**src/rtl/mem_bus_arbiter_if.sv**
```systemverilog
// Bus bundle between the two memory masters, the arbiter and the memory/IO decode.
// The slave modport is the arbiter's view; the master modport is the masters' and memory side.
interface mem_bus_arbiter_if #(
  parameter int ADDR_W = 12,
  parameter int DATA_W = 4
);
  logic              m0_req;
  logic [ADDR_W-1:0] m0_addr;
  logic [DATA_W-1:0] m0_wdata;
  logic              m0_we;
  logic              m0_gnt;
  logic              m0_rvalid;
  logic              m1_req;
  logic [ADDR_W-1:0] m1_addr;
  logic [DATA_W-1:0] m1_wdata;
  logic              m1_we;
  logic              m1_gnt;
  logic              m1_rvalid;
  logic [ADDR_W-1:0] mem_addr;
  logic [DATA_W-1:0] mem_wdata;
  logic              mem_we;
  logic [DATA_W-1:0] mem_rdata;
  logic [1:0]        owner;

  modport slave (
    input  m0_req, m0_addr, m0_wdata, m0_we,
    input  m1_req, m1_addr, m1_wdata, m1_we,
    input  mem_rdata,
    output m0_gnt, m0_rvalid, m1_gnt, m1_rvalid,
    output mem_addr, mem_wdata, mem_we, owner
  );

  modport master (
    output m0_req, m0_addr, m0_wdata, m0_we,
    output m1_req, m1_addr, m1_wdata, m1_we,
    output mem_rdata,
    input  m0_gnt, m0_rvalid, m1_gnt, m1_rvalid,
    input  mem_addr, mem_wdata, mem_we, owner
  );
endinterface

```
**src/rtl/mem_bus_arbiter.sv**
```systemverilog
// Two-master memory bus arbiter with one-cycle turnaround and a burst cap.
// Define ARB_ROUND_ROBIN_EN to break IDLE ties against the last owner; otherwise m0 wins ties.
module mem_bus_arbiter #(
  parameter int ADDR_W    = 12,
  parameter int DATA_W    = 4,
  parameter int MAX_BURST = 8
) (
  input logic              clk,
  input logic              rst_n,
  mem_bus_arbiter_if.slave bus
);

  typedef enum logic [1:0] {
    IDLE = 2'b00,
    OWN0 = 2'b01,
    OWN1 = 2'b10,
    TURN = 2'b11
  } state_t;

  localparam int CNT_W = (MAX_BURST < 1) ? 1 : $clog2(MAX_BURST + 1);
  localparam logic [CNT_W-1:0] CNT_SAT  = CNT_W'(MAX_BURST);
  localparam logic [CNT_W-1:0] CNT_LAST = (MAX_BURST == 0) ? {CNT_W{1'b0}} : CNT_W'(MAX_BURST - 1);
  localparam logic CAP_EN = (MAX_BURST != 0);

  state_t            state_r;
  state_t            state_next_s;
  logic [CNT_W-1:0]  burst_cnt_r;
  logic              last_owner_r;   // 1'b0 = m0, 1'b1 = m1
  logic              m0_rvalid_r;
  logic              m1_rvalid_r;
  logic              cap_hit_s;
  logic              tie_pick_m1_s;

  // IDLE tie-break selection and burst-cap detection
  always_comb begin
`ifdef ARB_ROUND_ROBIN_EN
    tie_pick_m1_s = ~last_owner_r;
`else
    tie_pick_m1_s = 1'b0;
`endif
    cap_hit_s = CAP_EN && (burst_cnt_r == CNT_LAST);
  end

  // Next-state decode
  always_comb begin
    state_next_s = state_r;
    case (state_r)
      IDLE: begin
        if (bus.m0_req && bus.m1_req) begin
          state_next_s = tie_pick_m1_s ? OWN1 : OWN0;
        end else if (bus.m0_req) begin
          state_next_s = OWN0;
        end else if (bus.m1_req) begin
          state_next_s = OWN1;
        end else begin
          state_next_s = IDLE;
        end
      end
      OWN0: begin
        if (!bus.m0_req) begin
          state_next_s = bus.m1_req ? TURN : IDLE;
        end else if (bus.m1_req && cap_hit_s) begin
          state_next_s = TURN;
        end else begin
          state_next_s = OWN0;
        end
      end
      OWN1: begin
        if (!bus.m1_req) begin
          state_next_s = bus.m0_req ? TURN : IDLE;
        end else if (bus.m0_req && cap_hit_s) begin
          state_next_s = TURN;
        end else begin
          state_next_s = OWN1;
        end
      end
      TURN: begin
        // Hand over to the master that did not just own the bus, if it still wants it
        if (last_owner_r) begin
          if (bus.m0_req) begin
            state_next_s = OWN0;
          end else if (bus.m1_req) begin
            state_next_s = OWN1;
          end else begin
            state_next_s = IDLE;
          end
        end else begin
          if (bus.m1_req) begin
            state_next_s = OWN1;
          end else if (bus.m0_req) begin
            state_next_s = OWN0;
          end else begin
            state_next_s = IDLE;
          end
        end
      end
      default: state_next_s = IDLE;
    endcase
  end

  // Bus mux and grant decode from the state register
  always_comb begin
    bus.mem_addr  = {ADDR_W{1'b0}};
    bus.mem_wdata = {DATA_W{1'b0}};
    bus.mem_we    = 1'b0;
    bus.m0_gnt    = 1'b0;
    bus.m1_gnt    = 1'b0;
    bus.owner     = 2'b00;
    case (state_r)
      OWN0: begin
        bus.mem_addr  = bus.m0_addr;
        bus.mem_wdata = bus.m0_wdata;
        bus.mem_we    = bus.m0_we & bus.m0_req;
        bus.m0_gnt    = 1'b1;
        bus.owner     = 2'b01;
      end
      OWN1: begin
        bus.mem_addr  = bus.m1_addr;
        bus.mem_wdata = bus.m1_wdata;
        bus.mem_we    = bus.m1_we & bus.m1_req;
        bus.m1_gnt    = 1'b1;
        bus.owner     = 2'b10;
      end
      IDLE:    bus.owner = 2'b00;
      TURN:    bus.owner = 2'b00;
      default: bus.owner = 2'b00;
    endcase
    bus.m0_rvalid = m0_rvalid_r;
    bus.m1_rvalid = m1_rvalid_r;
  end

  // State, burst counter and last-owner registers
  always_ff @(posedge clk or negedge rst_n) begin
    if (!rst_n) begin
      state_r      <= IDLE;
      burst_cnt_r  <= {CNT_W{1'b0}};
      last_owner_r <= 1'b1;
    end else begin
      state_r <= state_next_s;
      if ((state_next_s == OWN0) && (state_r != OWN0)) begin
        burst_cnt_r  <= {CNT_W{1'b0}};
        last_owner_r <= 1'b0;
      end else if ((state_next_s == OWN1) && (state_r != OWN1)) begin
        burst_cnt_r  <= {CNT_W{1'b0}};
        last_owner_r <= 1'b1;
      end else if (((state_r == OWN0) && bus.m0_req) || ((state_r == OWN1) && bus.m1_req)) begin
        if (burst_cnt_r != CNT_SAT) begin
          burst_cnt_r <= burst_cnt_r + CNT_W'(1);
        end else begin
          burst_cnt_r <= burst_cnt_r;
        end
      end else begin
        burst_cnt_r <= burst_cnt_r;
      end
    end
  end

  // Read-data valid: memory answers one cycle after an owned read
  always_ff @(posedge clk or negedge rst_n) begin
    if (!rst_n) begin
      m0_rvalid_r <= 1'b0;
      m1_rvalid_r <= 1'b0;
    end else begin
      m0_rvalid_r <= (state_r == OWN0) && bus.m0_req && !bus.m0_we;
      m1_rvalid_r <= (state_r == OWN1) && bus.m1_req && !bus.m1_we;
    end
  end

endmodule
```
**src/flat_wrapper.sv**
```systemverilog
// flat-port wrapper written by rule: the top's interface ports become plain ports
module mem_bus_arbiter_flat 
#(
  parameter int ADDR_W    = 12,
  parameter int DATA_W    = 4,
  parameter int MAX_BURST = 8
)
  (clk, rst_n, bus_m0_req, bus_m0_addr, bus_m0_wdata, bus_m0_we, bus_m1_req, bus_m1_addr, bus_m1_wdata, bus_m1_we, bus_mem_rdata, bus_m0_gnt, bus_m0_rvalid, bus_m1_gnt, bus_m1_rvalid, bus_mem_addr, bus_mem_wdata, bus_mem_we, bus_owner);
  mem_bus_arbiter_if #(.ADDR_W(ADDR_W), .DATA_W(DATA_W)) bus_i ();
  input logic clk;
  input logic rst_n;
  input wire logic [$bits(bus_i.m0_req)-1:0] bus_m0_req;
  input wire logic [$bits(bus_i.m0_addr)-1:0] bus_m0_addr;
  input wire logic [$bits(bus_i.m0_wdata)-1:0] bus_m0_wdata;
  input wire logic [$bits(bus_i.m0_we)-1:0] bus_m0_we;
  input wire logic [$bits(bus_i.m1_req)-1:0] bus_m1_req;
  input wire logic [$bits(bus_i.m1_addr)-1:0] bus_m1_addr;
  input wire logic [$bits(bus_i.m1_wdata)-1:0] bus_m1_wdata;
  input wire logic [$bits(bus_i.m1_we)-1:0] bus_m1_we;
  input wire logic [$bits(bus_i.mem_rdata)-1:0] bus_mem_rdata;
  output wire logic [$bits(bus_i.m0_gnt)-1:0] bus_m0_gnt;
  output wire logic [$bits(bus_i.m0_rvalid)-1:0] bus_m0_rvalid;
  output wire logic [$bits(bus_i.m1_gnt)-1:0] bus_m1_gnt;
  output wire logic [$bits(bus_i.m1_rvalid)-1:0] bus_m1_rvalid;
  output wire logic [$bits(bus_i.mem_addr)-1:0] bus_mem_addr;
  output wire logic [$bits(bus_i.mem_wdata)-1:0] bus_mem_wdata;
  output wire logic [$bits(bus_i.mem_we)-1:0] bus_mem_we;
  output wire logic [$bits(bus_i.owner)-1:0] bus_owner;
  assign bus_i.m0_req = bus_m0_req;
  assign bus_i.m0_addr = bus_m0_addr;
  assign bus_i.m0_wdata = bus_m0_wdata;
  assign bus_i.m0_we = bus_m0_we;
  assign bus_i.m1_req = bus_m1_req;
  assign bus_i.m1_addr = bus_m1_addr;
  assign bus_i.m1_wdata = bus_m1_wdata;
  assign bus_i.m1_we = bus_m1_we;
  assign bus_i.mem_rdata = bus_mem_rdata;
  assign bus_m0_gnt = bus_i.m0_gnt;
  assign bus_m0_rvalid = bus_i.m0_rvalid;
  assign bus_m1_gnt = bus_i.m1_gnt;
  assign bus_m1_rvalid = bus_i.m1_rvalid;
  assign bus_mem_addr = bus_i.mem_addr;
  assign bus_mem_wdata = bus_i.mem_wdata;
  assign bus_mem_we = bus_i.mem_we;
  assign bus_owner = bus_i.owner;
  mem_bus_arbiter #(.ADDR_W(ADDR_W), .DATA_W(DATA_W), .MAX_BURST(MAX_BURST)) u_core (.clk(clk), .rst_n(rst_n), .bus(bus_i));
endmodule
```
**config.mk**
```make
export PLATFORM = sky130hd
export DESIGN_NAME = mem_bus_arbiter_flat
export DESIGN_NICKNAME = d
export VERILOG_FILES = /design/src/rtl/mem_bus_arbiter_if.sv /design/src/rtl/mem_bus_arbiter.sv /design/src/flat_wrapper.sv
export SDC_FILE = /design/constraint.sdc
export NUM_CORES = 1
export LEC_CHECK = 0
export ABC_AREA = 1
export CAP_MARGIN = 20
export CELL_PAD_IN_SITES_DETAIL_PLACEMENT = 1
export CELL_PAD_IN_SITES_GLOBAL_PLACEMENT = 2
export CORE_MARGIN = 2
export CORE_UTILIZATION = 28
export CTS_CLUSTER_SIZE = 25
export DETAILED_ROUTE_END_ITERATION = 8
export DONT_BUFFER_PORTS = 1
export GPL_ROUTABILITY_DRIVEN = 0
export PLACE_DENSITY_LB_ADDON = 0.1
export SYNTH_ARGS = -nofsm -noshare
export SYNTH_HDL_FRONTEND = slang
export SYNTH_SLANG_ARGS = --single-unit
```
**constraint.sdc**
```tcl
create_clock -name clk -period 2 [get_ports clk]
set_input_delay 0.3 -clock clk [delete_from_list [all_inputs] [get_ports clk]]
set_output_delay 0.3 -clock clk [all_outputs]
set_load 0.05 [all_outputs]
```
==> results of run 1 <==
[kinds of logic after synthesis]
kind of cell / count (synthesis) / synth area share [%]
xor+xnor: 3 / 3.07
buf+inv: 21 / 11.7
flops: 9 / 26.5
fa+ha+maj: 6 / 8.77
compound gates: 23 / 14.8
simple gates: 69 / 35.2
[timing repair]
| action | CTS | global route |
|---|---|---|
| hold buffers | 1 | 0 |
| gates resized for setup | 3 | 0 |
| setup buffers | 1 | 2 |
| endpoints found under the setup margin | 17 | 17 |
| hold endpoints to repair | 9 | 0 |
[cells in the final DEF (no fill, tap or decap)]
cell,n
a21oi_4,11
nand2_1,47
nand3_2,1
o21ai_4,1
nand3b_1,2
xor2_1,3
clkinv_1,1
nand2_2,3
inv_1,11
nor2_1,10
nand3_1,4
dfrtp_1,8
inv_2,2
a21oi_1,2
buf_12,12
buf_6,1
ha_1,4
nand2_4,1
o21ai_0,3
nand4_2,1
clkbuf_1,1
a21oi_2,6
dfstp_2,1
ha_4,2
buf_4,11
dlygate4sd3_1,1
clkbuf_4,3
[worst paths after layout]
path                                            startpoint                                end  slack (ns)
min in group asynchronous                            rst_n  u_core.burst_cnt_r[3]$_DFFE_PN0P_        0.41
max in group asynchronous                            rst_n    u_core.last_owner_r$_DFFE_PN1P_        1.25
max reg2reg                    u_core.state_r[1]$_DFF_PN0_  u_core.burst_cnt_r[3]$_DFFE_PN0P_        0.42
min reg2reg                u_core.last_owner_r$_DFFE_PN1P_    u_core.last_owner_r$_DFFE_PN1P_        0.52
min                                              bus_m0_we     u_core.bus.m0_rvalid$_DFF_PN0_        0.09
max                            u_core.state_r[0]$_DFF_PN0_                    bus_mem_addr[2]        0.09
[metal layers]
metal | part of all wire, % | routed length, um
met4 | 0.80 | 21
met1 | 39 | 1020
met3 | 7.6 | 199
met2 | 53 | 1370
met5 | 0 | 0
[state kept, by name, indices dropped and copies added (netlist names)]
signal / flops
u_core.state_r: 2
u_core.last_owner_r: 1
u_core.bus.m1_rvalid: 1
u_core.burst_cnt_r: 4
u_core.bus.m0_rvalid: 1
[final cells by class]
| cell class | count | area [sq um] |
|---|---|---|
| Clock buffer | 4 | 26.3 |
| Multi-Input combinational cell | 101 | 701 |
| Sequential cell | 9 | 226 |
| Timing Repair Buffer | 25 | 344 |
| Inverter | 14 | 52.6 |
| Tap cell | 33 | 41.3 |
| Fill cell | 366 | 1590 |
[where the power goes]
| group | total [mW] | internal [mW] | switching [mW] |
|---|---|---|---|
| combinational | 2.47 | 0.900 | 1.56 |
| sequential | 0.316 | 0.247 | 0.0692 |
| clock | 0.142 | 0.0768 | 0.0648 |
| total | 2.92 | 1.22 | 1.70 |
==> flow_metrics.env, run 1 <==
export IMPL_status="completed"
export IMPL_yosysTopAreaCell="dfrtp_1"
export IMPL_insertion_delay_ns=0.26
export IMPL_final_area_sq_mm=0.00139
export IMPL_cts_buffer_depth=2
export IMPL_cp_end_kind="primary output"
export IMPL_cts_tree="yes"
export IMPL_ys_top_cells_by_count="47 x nand2_1, 19 x a21oi_1, 11 x inv_1, 10 x nor2_1, 8 x dfrtp_1"
export IMPL_dieArea_sq_mm=0.00351
export IMPL_power_mw=2.92
export IMPL_vias_per_cell=4.94
export IMPL_dr_pass1_iters=3
export IMPL_synth_top_area_share_pct=23.4
export IMPL_cpPeakStageDelay_ns=0.38
export IMPL_whs_ns=0.0937
export IMPL_first_global_vias=921
export IMPL_antenna_cells=0
export IMPL_use_met2_pct=27.0
export IMPL_skew_ns=0.0100
export IMPL_async_flop_share_pct=100
export IMPL_min_period_ns=1.91
export IMPL_layoutNonFillerInstCount=186
export IMPL_cts_root_buf="clkbuf_4"
export IMPL_grt_max_degree=23
export IMPL_ys_warn_count=0
export IMPL_post_synth_top_count_cell="nand2_1"
export IMPL_critPathRequiredTime_ns=1.70
export IMPL_drc_errors=0
export IMPL_min_path_cells=1
export IMPL_path_clk_slew_ns=0.07
export IMPL_antenna_found_initial=0
export IMPL_syn_area_per_cell_sq_um=6.53
export IMPL_cp_depth=6
export IMPL_totalWireLength_um=2610
export IMPL_synth_edf_count=0
export IMPL_power_density_mw_per_mm2=2100
export IMPL_fp_row_count=20
export IMPL_crit_chain="inv_1 > ha_1 > clkinv_1 > buf_6 > a21oi_2 > buf_4"
export IMPL_placed_area_sq_mm=0.00131
export IMPL_ff2ff_path_depth=9
export IMPL_hpwlAfterDp_um=2170
export IMPL_critPathMaxFanout=17
export IMPL_drtIter0Drc=15
export IMPL_start_kind="flip-flop"
export IMPL_num_vias=919
export IMPL_clock_sink_count=9
export IMPL_syn_cell_area_sq_um=856
export IMPL_cp_arrival_ns=1.61
export IMPL_start_util_pct=28.7
export IMPL_numCtsBuffers=3
export IMPL_grt_pass1_wl_um=4150
export IMPL_met3_usage_pct=4.59
export IMPL_htree_levels=1
export IMPL_dpl_worst_slack_ns=0.238
export IMPL_ys_seq_elements=9
export IMPL_drv_cap=0
export IMPL_max_freq_mhz=523
export IMPL_grt_busiest_layer="met2"
export IMPL_dieWidth_um=59.3
export IMPL_setup_tns_ns=0
export IMPL_post_route_util_pct=46.7
export IMPL_cp_slowest_cell="dfrtp_1"
export IMPL_post_route_period_util_pct=95.6
export IMPL_grt_use_total_pct=15.0
export IMPL_crit_family="buffers and inverters"
export IMPL_antenna_left=0
export IMPL_slew_headroom_pct=68.8
export IMPL_ir_drop_mv=0.646
export IMPL_core_area_sq_mm=0.00298
export IMPL_setup_viol=0
export IMPL_synth_main_ff_cell="dfrtp_1"
export IMPL_crit_buf_inv=4
export IMPL_nets=202
export IMPL_tightest_slew_ns=0.468
export IMPL_leakagePower_nw=0.583
export IMPL_setup_ws_ns=0.0880
export IMPL_place_inst=178
export IMPL_ioPinCount=65
export IMPL_wl_per_cell_um=14.0
export IMPL_synthesis_nets=179
export IMPL_synthToLayoutAreaGrowth_pct=62.6
export IMPL_port_buffers=0
export IMPL_min_path_type="input pin to flip-flop"
export IMPL_postSynthCellCount=131
export IMPL_ys_top_cells_by_area="dfrtp_1 23%, nand2_1 21%, a21oi_1 11%"
export IMPL_hold_violations=0
export IMPL_grt_overflow=0
export IMPL_use_met1_pct=18.2
export IMPL_crit_type="flip-flop to primary output"
export IMPL_fp_dieH_um=59.3
export IMPL_synth_cell_types=22
export IMPL_ys_seq_area_share_pct=26.5
export IMPL_drive_gt1_share_pct=36.6
export IMPL_drv_slew=0
No activity file was read; power rests on OpenSTA's default activity.
==> inputs of run 2 (changes only) <==
--- a/config.mk
+++ b/config.mk
@@ -16,6 +16,8 @@
 export DONT_BUFFER_PORTS = 1
 export GPL_ROUTABILITY_DRIVEN = 0
 export PLACE_DENSITY_LB_ADDON = 0.1
+export REMOVE_ABC_BUFFERS = 1
+export SKIP_LAST_GASP = 1
 export SYNTH_ARGS = -nofsm -noshare
 export SYNTH_HDL_FRONTEND = slang
 export SYNTH_SLANG_ARGS = --single-unit
==> run 2 against run 1 <==
Against the previous run: via count is 1.4% lower; critical path depth unchanged; sequential cell count unchanged; wire length decreased by 8.1%; register-to-register slack barely moved; non-clock buffer count rose by 2; critical path type unchanged; largest power group unchanged.
==> flow_metrics.env, run 2 (synthesized netlist as in run 1, its figures left out) <==
export IMPL_status="completed"
export IMPL_cts_tree="yes"
export IMPL_tightest_slew_ns=0.453
export IMPL_nets=204
export IMPL_cts_buffer_depth=2
export IMPL_core_area_sq_mm=0.00298
export IMPL_min_path_type="input pin to flip-flop"
export IMPL_vias_per_cell=4.82
export IMPL_drive_gt1_share_pct=27.1
export IMPL_first_global_vias=914
export IMPL_switchingPower_mw=1.44
export IMPL_dr_pass1_iters=3
export IMPL_min_path_cells=1
export IMPL_ioPinCount=65
export IMPL_crit_chain="inv_1 > ha_1 > inv_2 > buf_6 > a21oi_1 > buf_4"
export IMPL_antenna_found_initial=0
export IMPL_drtIter0Drc=29
export IMPL_grt_overflow=0
export IMPL_p_int_mw=0.910
export IMPL_comb_power_share_pct=80.7
export IMPL_wl_per_cell_um=12.8
export IMPL_totalWireLength_um=2400
export IMPL_min_to="u_core.bus.m0_rvalid$_DFF_PN0_"
export IMPL_antenna_cells=0
export IMPL_reg_top3="u_core.burst_cnt_r x4, u_core.state_r x2"
export IMPL_htree_levels=1
export IMPL_critPathMaxFanout=14
export IMPL_cp_slowest_cell="dfrtp_1"
export IMPL_max_freq_mhz=540
export IMPL_slew_headroom_pct=69.8
export IMPL_path_clk_slew_ns=0.06
export IMPL_cp_end_kind="primary output"
export IMPL_grt_max_degree=15
export IMPL_start_util_pct=28.7
export IMPL_rrSetupSlack_ns=0.42
export IMPL_drv_cap=0
export IMPL_final_cell_mix="47 x nand2_1, 24 x buf_4, 19 x a21oi_1"
export IMPL_dieArea_sq_mm=0.00351
export IMPL_cts_root_buf="clkbuf_4"
export IMPL_hp_start="bus_m0_we"
export IMPL_skew_ns=0.00545
export IMPL_min_period_ns=1.85
export IMPL_largest_reg_flops=4
export IMPL_regMostFlops="u_core.burst_cnt_r"
export IMPL_fp_row_count=20
export IMPL_antenna_left=0
export IMPL_critPathRequiredTime_ns=1.70
export IMPL_post_route_util_pct=37.4
export IMPL_dieWidth_um=59.3
export IMPL_reg2reg_from="u_core.state_r[1]$_DFF_PN0_"
export IMPL_drc_errors=0
export IMPL_whs_ns=0.100
export IMPL_num_vias=906
export IMPL_cp_arrival_ns=1.55
export IMPL_post_route_period_util_pct=92.5
export IMPL_synthToLayoutAreaGrowth_pct=30.1
export IMPL_crit_type="flip-flop to primary output"
export IMPL_p_sw_share_pct=61.2
export IMPL_cpPeakStageDelay_ns=0.38
export IMPL_drv_slew=0
export IMPL_setup_viol=0
export IMPL_seqPwrFrac_pct=13.5
export IMPL_grt_use_total_pct=14.9
export IMPL_numCtsBuffers=3
export IMPL_ir_drop_mv=0.955
export IMPL_leakagePower_nw=0.551
export IMPL_clock_sink_count=9
export IMPL_clkPwrFrac_pct=5.9
export IMPL_ff2ff_path_depth=10
export IMPL_hpwlAfterDp_um=1960
export IMPL_layout_commonest_cell="nand2_1"
export IMPL_insertion_delay_ns=0.26
export IMPL_hold_violations=0
export IMPL_fp_dieH_um=59.3
export IMPL_reg2reg_to="u_core.burst_cnt_r[3]$_DFFE_PN0P_"
export IMPL_power_density_mw_per_mm2=2110
export IMPL_port_buffers=0
export IMPL_start_kind="flip-flop"
export IMPL_grt_pass1_wl_um=3980
## run 2: cell count changes in the layout (fill, tap and decap cells not counted), sizes merged
cell,delta
inv,+1
clkinv,-1
buf,+2
## run 2: worst max-delay path: cells and delay by family (launching register included)
family	cells	cell delay, ns
buffers and inverters	4	0.49
adder cells (fa/ha/maj)	1	0.29
AO/OA/AOI/OAI	1	0.12
flip-flops	1	0.38
## run 2: how the worst max path moves through the flow
| stage | cells after the start | to | slack (ns) | startpoint |
|---|---|---|---|---|
| final | 6 | bus_mem_addr[6] | 0.15 | u_core.state_r[0]$_DFF_PN0_ |
| after global routing | 6 | bus_mem_addr[2] | -0.0008 | u_core.state_r[0]$_DFF_PN0_ |
| after CTS | 6 | bus_mem_addr[1] | 0.009 | u_core.state_r[0]$_DFF_PN0_ |
| after detailed placement | 6 | bus_mem_addr[6] | 0.28 | u_core.state_r[0]$_DFF_PN0_ |
| after global placement | 6 | bus_mem_wdata[2] | 0.32 | u_core.state_r[0]$_DFF_PN0_ |
| after floorplan | 4 | bus_mem_we | -0.85 | u_core.state_r[1]$_DFF_PN0_ |
## run 2: through the flow
stage	power, mW	instance area [sq um]	setup WS (ns)	setup TNS (ns)	std cells
2_1_floorplan	1.62	808	-0.854	-15.68	124
3_3_place_gp	2.09	1030	0.324	0	181
3_5_place_dp	2.13	1030	0.285	0	181
4_1_cts	2.33	1090	0.00881	0	187
5_1_grt	2.55	1110	-0.000837	-0.000837	188
6_report	2.35	1110	0.149	0	188
## run 2: final cells by class
cell class                      count  area [sq um]
Fill cell                         384          1860
Multi-Input combinational cell    101           554
Sequential cell                     9           226
Timing Repair Buffer               27           213
Inverter                           14          52.6
Tap cell                           33          41.3
Clock buffer                        4          26.3
## run 2: power by group through the flow
stage | clock network [mW] | registers, mW | logic [mW]
after floorplan | 0 | 0.307 | 1.31
after global placement | 0 | 0.320 | 1.77
after detailed placement | 0 | 0.323 | 1.80
after CTS | 0.146 | 0.316 | 1.87
after global routing | 0.159 | 0.326 | 2.06
final | 0.138 | 0.316 | 1.89
## run 2: repair_timing
item / in CTS / in global routing
gates resized for setup: 2 / 3
pin swaps: 0 / 1
endpoints found under the setup margin: 4 / 15
endpoints found under the hold margin: 9 / 0
hold buffers: 1 / 0
setup buffers: 1 / 1
cloned: 0 / 0
## run 2: routing by layer
| metal | global-route usage, % | wire (um) | vias to the layer above |
|---|---|---|---|
| met2 | 23.7 | 1160 | 32 |
| met4 | 3.90 | 14 | 0 |
| met3 | 4.37 | 169 | 2 |
| met5 | 0 | 0 | - |
| met1 | 19.8 | 1050 | 417 |
| li1 | - | - | 455 |
